==> src/rtl/btn_sched_pkg.sv <==
// Shared types and constants for the button event scheduler.
package btn_sched_pkg;

    typedef enum logic [0:0] {
        S_IDLE  = 1'b0,
        S_OFFER = 1'b1
    } sched_state_e;

    localparam int unsigned DEB_W  = 20;
    localparam int unsigned HOLD_W = 24;

    localparam logic [DEB_W-1:0]  DEB_CYCLES_DEF  = 20'd500000;
    localparam logic [HOLD_W-1:0] LONG_CYCLES_DEF = 24'd5000000;

    // Width of a button index; never below one bit so a single button still has a port.
    function automatic int unsigned id_w(input int unsigned n);
        return (n > 1) ? $clog2(n) : 1;
    endfunction

endpackage

==> src/rtl/btn_debounce_edge.sv <==
// One button: 2-FF synchronizer, debounce counter, debounced level and press pulse.
// With BTN_LONG_PRESS_EN defined it also owns the long-press hold counter.
module btn_debounce_edge
    import btn_sched_pkg::*;
#(
    parameter logic [DEB_W-1:0] DEB_CYCLES = DEB_CYCLES_DEF
`ifdef BTN_LONG_PRESS_EN
    ,
    parameter logic [HOLD_W-1:0] LONG_CYCLES = LONG_CYCLES_DEF
`endif
) (
    input  logic clk,
    input  logic rst_n,
    input  logic button,
    output logic press,
    output logic long_press
);

    logic             sync1;
    logic             sync2;
    logic             deb;
    logic             armed;
    logic [1:0]       flush;
    logic [DEB_W-1:0] cnt;
    logic             differ_c;
    logic             settle_c;

    assign differ_c = (sync2 != deb);
    assign settle_c = differ_c && (cnt == DEB_CYCLES - DEB_W'(1));

    // A press only counts once the button has been seen released after reset.
    always_ff @(posedge clk or negedge rst_n) begin
        if (!rst_n) begin
            sync1 <= 1'b1;
            sync2 <= 1'b1;
            deb   <= 1'b1;
            armed <= 1'b0;
            flush <= 2'b00;
            cnt   <= '0;
            press <= 1'b0;
        end else begin
            sync1 <= button;
            sync2 <= sync1;
            flush <= {flush[0], 1'b1};
            if (flush[1] && sync2) begin
                armed <= 1'b1;
            end
            press <= settle_c && !sync2 && armed;
            if (!differ_c) begin
                cnt <= '0;
            end else if (settle_c) begin
                deb <= sync2;
                cnt <= '0;
            end else begin
                cnt <= cnt + DEB_W'(1);
            end
        end
    end

`ifdef BTN_LONG_PRESS_EN
    logic              hold_run;
    logic [HOLD_W-1:0] hold_cnt;

    // One long pulse per press; a release stops the count and re-arms.
    always_ff @(posedge clk or negedge rst_n) begin
        if (!rst_n) begin
            hold_run   <= 1'b0;
            hold_cnt   <= '0;
            long_press <= 1'b0;
        end else begin
            long_press <= 1'b0;
            if (deb) begin
                hold_run <= 1'b0;
                hold_cnt <= '0;
            end else if (press) begin
                hold_run <= 1'b1;
                hold_cnt <= '0;
            end else if (hold_run) begin
                if (hold_cnt == LONG_CYCLES - HOLD_W'(1)) begin
                    long_press <= 1'b1;
                    hold_run   <= 1'b0;
                end else begin
                    hold_cnt <= hold_cnt + HOLD_W'(1);
                end
            end
        end
    end
`else
    assign long_press = 1'b0;
`endif

endmodule

==> src/rtl/button_event_sched.sv <==
// Debounced button presses queued per button and served round-robin over valid/ready.
// Optional long-press events are enabled with BTN_LONG_PRESS_EN.
module button_event_sched
    import btn_sched_pkg::*;
#(
    parameter int unsigned      N_BTN      = 4,
    parameter logic [DEB_W-1:0] DEB_CYCLES = DEB_CYCLES_DEF
`ifdef BTN_LONG_PRESS_EN
    ,
    parameter logic [HOLD_W-1:0] LONG_CYCLES = LONG_CYCLES_DEF
`endif
) (
    input  logic                     clk,
    input  logic                     rst_n,
    input  logic [N_BTN-1:0]         button,
    input  logic                     evt_ready,
    output logic                     evt_valid,
    output logic [id_w(N_BTN)-1:0]   evt_id,
    output logic                     evt_long,
    output logic [N_BTN-1:0]         evt_drop,
    input  logic                     drop_clr
);

    localparam int unsigned ID_W = id_w(N_BTN);

    sched_state_e      state;
    sched_state_e      state_nx;
    logic [N_BTN-1:0]  btn_press;
    logic [N_BTN-1:0]  btn_long;
    logic [N_BTN-1:0]  pending;
    logic [N_BTN-1:0]  long_pend;
    logic [N_BTN-1:0]  pending_nx;
    logic [N_BTN-1:0]  long_pend_nx;
    logic [N_BTN-1:0]  drop_nx;
    logic [ID_W-1:0]   rr;
    logic              pick_found;
    logic [ID_W-1:0]   pick_id;
    logic              pick_long;
    logic              load_c;
    logic              accept_c;

    for (genvar g = 0; g < int'(N_BTN); g++) begin : g_btn
        btn_debounce_edge #(
            .DEB_CYCLES  (DEB_CYCLES)
`ifdef BTN_LONG_PRESS_EN
            ,
            .LONG_CYCLES (LONG_CYCLES)
`endif
        ) u_deb (
            .clk        (clk),
            .rst_n      (rst_n),
            .button     (button[g]),
            .press      (btn_press[g]),
            .long_press (btn_long[g])
        );
    end

    // First requesting button at or after rr; descending scan so the nearest wins.
    always_comb begin
        pick_found = 1'b0;
        pick_id    = '0;
        pick_long  = 1'b0;
        for (int j = int'(N_BTN) - 1; j >= 0; j--) begin
            int              k;
            logic [ID_W-1:0] idx;
            k = int'(rr) + j;
            if (k >= int'(N_BTN)) begin
                k = k - int'(N_BTN);
            end
            idx = ID_W'(k);
            if (pending[idx] || long_pend[idx]) begin
                pick_found = 1'b1;
                pick_id    = idx;
                pick_long  = !pending[idx];
            end
        end
    end

    always_ff @(posedge clk or negedge rst_n) begin
        if (!rst_n) begin
            state <= S_IDLE;
        end else begin
            state <= state_nx;
        end
    end

    always_comb begin
        state_nx = state;
        case (state)
            S_IDLE:  if (pick_found) state_nx = S_OFFER;
            S_OFFER: if (evt_ready)  state_nx = S_IDLE;
            default: state_nx = S_IDLE;
        endcase
    end

    always_comb begin
        load_c   = (state == S_IDLE) && pick_found;
        accept_c = (state == S_OFFER) && evt_valid && evt_ready;
    end

    always_ff @(posedge clk or negedge rst_n) begin
        if (!rst_n) begin
            evt_valid <= 1'b0;
            evt_id    <= '0;
            evt_long  <= 1'b0;
            rr        <= '0;
        end else if (load_c) begin
            evt_valid <= 1'b1;
            evt_id    <= pick_id;
            evt_long  <= pick_long;
        end else if (accept_c) begin
            evt_valid <= 1'b0;
            rr        <= (evt_id == ID_W'(N_BTN - 1)) ? '0 : evt_id + ID_W'(1);
        end
    end

    // Accept clears first so a same-cycle press of the accepted button is kept.
    always_comb begin
        pending_nx   = pending;
        long_pend_nx = long_pend;
        drop_nx      = drop_clr ? '0 : evt_drop;
        if (accept_c) begin
            if (evt_long) long_pend_nx[evt_id] = 1'b0;
            else          pending_nx[evt_id]   = 1'b0;
        end
        for (int i = 0; i < int'(N_BTN); i++) begin
            if (btn_press[i]) begin
                if (pending_nx[i]) drop_nx[i]    = 1'b1;
                else               pending_nx[i] = 1'b1;
            end
            if (btn_long[i]) begin
                if (long_pend_nx[i]) drop_nx[i]      = 1'b1;
                else                 long_pend_nx[i] = 1'b1;
            end
        end
    end

    always_ff @(posedge clk or negedge rst_n) begin
        if (!rst_n) begin
            pending   <= '0;
            long_pend <= '0;
            evt_drop  <= '0;
        end else begin
            pending   <= pending_nx;
            long_pend <= long_pend_nx;
            evt_drop  <= drop_nx;
        end
    end

endmodule

==> config.mk <==
export PLATFORM = sky130hd
export DESIGN_NAME = button_event_sched
export DESIGN_NICKNAME = d
export VERILOG_FILES = /design/src/rtl/btn_sched_pkg.sv /design/src/rtl/btn_debounce_edge.sv /design/src/rtl/button_event_sched.sv
export SDC_FILE = /design/constraint.sdc
export NUM_CORES = 1
export LEC_CHECK = 0
export CORE_MARGIN = 10
export CORE_UTILIZATION = 55
export CTS_CLUSTER_SIZE = 10
export DETAILED_ROUTE_END_ITERATION = 7
export PLACE_DENSITY = 0.84
export SLEW_MARGIN = 20
export SYNTH_ARGS = -nofsm -noshare
export SYNTH_HDL_FRONTEND = slang
export SYNTH_SLANG_ARGS = --single-unit
==> constraint.sdc <==
create_clock -name clk -period 2.41 [get_ports clk]
set_input_delay 0.723 -clock clk [delete_from_list [all_inputs] [get_ports clk]]
set_output_delay 0.723 -clock clk [all_outputs]
set_load 0.03 [all_outputs]
==> impl_metrics.csv <==
group,metric,value,unit
logic_synthesis,synth_edf_count,0,
outcome,status,"finished, final reports clean",
timing,hold_violations,0,
worst_setup_path,start_kind,"flip-flop",
logic_synthesis,synth_top_area_cell,"dfrtp_1",
placed_design,portBuffers,15,
logic_synthesis,avgSynthCellArea,10.5,µm²
power,net-switching-power,1.04,mW
logic_synthesis,ys_seq_area_frac,0.521,
clocking,cts.clk_slew.worst_paths,0.06,ns
logic_synthesis,syn_area,5840,µm²
worst_setup_path,slowest_delay,0.70,ns
worst_setup_path,r2r-start,"rr[1]$_DFFE_PN0P_",
worst_setup_path,worstPathCellList,"clkdlybuf4s50_1",
power,total_power,4.65,mW
worst_hold_path,min_path_type,"in2async",
logic_synthesis,ys_ff_latch,121,
worst_setup_path,rr_worst_depth,6,
worst_setup_path,rr_endpoint,"evt_long$_DFFE_PN0P_",
power,seqPwrFrac,0.449,
floorplan,die_area,15100,µm²
finish,post-route-cell-area,6700,µm²
finish,syn_to_final_growth,14.8,%
global_route,grt_util_all_layers,0.166,
logic_synthesis,syn_inst,554,
worst_setup_path,worstPathMaxFanout,4,
flow_run,cap_viol_max_count,0,
logic_synthesis,yosysTopAreaCellShare,0.467,
detailed_routing,vias,4174,
logic_synthesis,synth_nets,570,
global_route,grt_pass1_vias,4223,
floorplan,pin_count,16,
clocking,h-tree-depth,4,
logic_synthesis,synth_warnings,0,
clocking,clock_latency,0.52,ns
timing,fin_skew,0.00766,ns
logic_synthesis,ys_types,58,
detailed_routing,drtIter0Drc,397,
logic_synthesis,async_reset_ff_frac,1.00,
finish,drive_above_1_share,0.123,
floorplan,initial_core_util,0.566,
detailed_routing,wl,11800,µm
timing,rsz0062_at_grt,"no",
detailed_routing,remaining_drc_errors,0,
clocking,numCtsBuffers,17,
detailed_routing,ant_nets,0,
timing,hold_slack,0.150,ns
placed_design,dpl_cell_area,6130,µm²
floorplan,rows,37,
finish,nets,596,
worst_setup_path,path_buf_inv,1,
global_route,grt_pass1_wl,20000,µm
timing,fin_crit_sh,0.975,
clocking,cts_buffer_depth,2,
timing,tightest_slew,0.575,ns
detailed_routing,drtPass1Iterations,5,
worst_setup_path,cp_slowest_cell,"clkdlybuf4s50_1",
worst_setup_path,rrSetupSlack,0.27,ns
logic_synthesis,synth_area_leaders,"dfrtp_1 47%, nor2_1 6.4%, xnor2_1 6.2%",
finish,antennaDiodeCount,0,
logic_synthesis,synth_ff_type,"dfrtp_1",
worst_setup_path,crit_required,1.69,ns
power,vdd_drop_max,0.372,mV
timing,tns,0,ns
worst_setup_path,crit_cells,1,
placed_design,hpwl,7450,µm
timing,setup_viol,0,
worst_setup_path,crit_type,"reg2out",
worst_setup_path,cp_top_family,"buffers and inverters",
clocking,cts.sinks,121,
timing,max_freq,0.426,GHz
power,sw_frac_of_total,0.224,
power,power.internal,3.61,mW
placed_design,gp_congestion,0.863,
floorplan,die_h,123,µm
clocking,root_buffer,"clkbuf_8",
global_route,grt_antenna_before_repair,0,
detailed_routing,post_drt_via_cell_ratio,5.73,
detailed_routing,wl_per_cell,16.2,µm
power,power.leakage,2.84,nW
global_route,grt_overflow_total,0,
worst_setup_path,cp_data_arrival_time,1.63,ns
floorplan,coreArea,10300,µm²
clocking,cts_tree,"yes",
power,power_frac_comb,0.026,
timing,drv_slew,0,
timing,slew_headroom,0.613,
power,p_clk_frac,0.525,
floorplan,die_width,123,µm
timing,fin_crit,2.35,ns
global_route,grt_max_degree,52,
power,power.density,693,nW/µm²
worst_setup_path,cp-end-kind,"output port",
-- cell usage in the layout (no fill, tap or decap), drive strengths merged, types with 10 or more instances in the layout --
| master | n |
|---|---|
| dfstp | 12 |
| clkdlybuf4s50 | 12 |
| dfrtp | 109 |
| nor2 | 103 |
| nand3 | 24 |
| clkbuf | 19 |
| inv | 15 |
| xor2 | 35 |
| nand4 | 28 |
| nand2 | 43 |
| xnor2 | 41 |
| nor3 | 21 |
| and3 | 10 |
| a21o | 10 |
-- repair_timing --
item	in CTS	in global routing
hold buffers	0	0
setup endpoints to repair	1	1
buffers inserted	0	0
gates resized for setup	1	1
-- routing by layer --
layer | part of all wire | global-route usage | up-vias
li1 | - | - | 1974
met1 | 0.44 | 0.200 | 2087
met2 | 0.50 | 0.272 | 92
met3 | 0.043 | 0.0456 | 21
met4 | 0.017 | 0.0801 | 0
met5 | 0 | 0 | -
-- flip-flops by register name, indices dropped and copies added, names as in the netlist, 4 cells and up --
signal	cells
g_btn.u_deb.armed	4
g_btn.u_deb.press	4
pending	4
long_pend	4
g_btn.u_deb.sync2	4
g_btn.u_deb.cnt	80
g_btn.u_deb.sync1	4
evt_drop	4
g_btn.u_deb.deb	4
-- worst max-delay path by stage --
| stage | startpoint | endpoint | slack [ns] |
|---|---|---|---|
| after floorplan | g_btn[0].u_deb.sync2$_DFF_PN1_ | g_btn[0].u_deb.cnt[13]$_DFF_PN0_ | 0.61 |
| after global placement | evt_ready | pending[3]$_DFF_PN0_ | 0.33 |
| after detailed placement | evt_ready | evt_drop[0]$_DFF_PN0_ | 0.26 |
| after CTS | evt_id[1]$_DFFE_PN0P_ | evt_id[1] | 0.02 |
| after global routing | evt_long$_DFFE_PN0P_ | evt_long | 0.03 |
| final | evt_long$_DFFE_PN0P_ | evt_long | 0.06 |
-- cells in the mapped netlist (all sizes together) (2+ instances only) --
master	count
dfrtp	109
nor2	103
nand2	43
xnor2	41
xor2	35
nand4	28
nand3	24
nor3	21
dfstp	12
inv	12
buf	11
a21o	10
and3	10
ha	8
nor4	8
o21ai	8
mux2	7
mux2i	5
mux4	5
nor4b	5
a21boi	4
a21oi	4
and2	4
and4	4
nor3b	4
or3	3
or4	3
nand3b	2
nor2b	2
o21a	2
o22ai	2
o31ai	2
-- power by group through the flow --
stage	clock, mW	sequential (mW)	combinational, mW
3_3_place_gp	0	2.12	0.116
4_1_cts	2.48	2.09	0.124
3_5_place_dp	0	2.12	0.121
5_1_grt	2.56	2.09	0.138
6_report	2.44	2.09	0.120
2_1_floorplan	0	2.12	0.0520
-- metrics by stage --
step / utilization / setup slack [ns] / cells
after floorplan: - / 0.607 / 554
after global placement: 0.593 / 0.330 / 697
after detailed placement: 0.593 / 0.264 / 697
after CTS: 0.649 / 0.0150 / 729
after global routing: 0.649 / 0.0292 / 729
final: 0.649 / 0.0600 / 729
-- cell families after synthesis --
logic type,Yosys count,synth area share
AOI/OAI and AO/OA,39,0.0476
xor gates and xnor gates,76,0.115
adders and majority gates,8,0.0171
buffers and inverters,24,0.0223
DFF,121,0.521
muxes,17,0.0433
other,1,0.000642
and+or+nand+nor,268,0.233
-- area by class of cell --
class	count	area (µm²)
clock buffer	19	432
clock inverter	13	144
fill	740	3620
inverter	12	45.0
multi-input combinational	409	2670
sequential	121	3040
tap	136	170
timing repair buffer	19	204
Power figures use the tool's default switching activity.
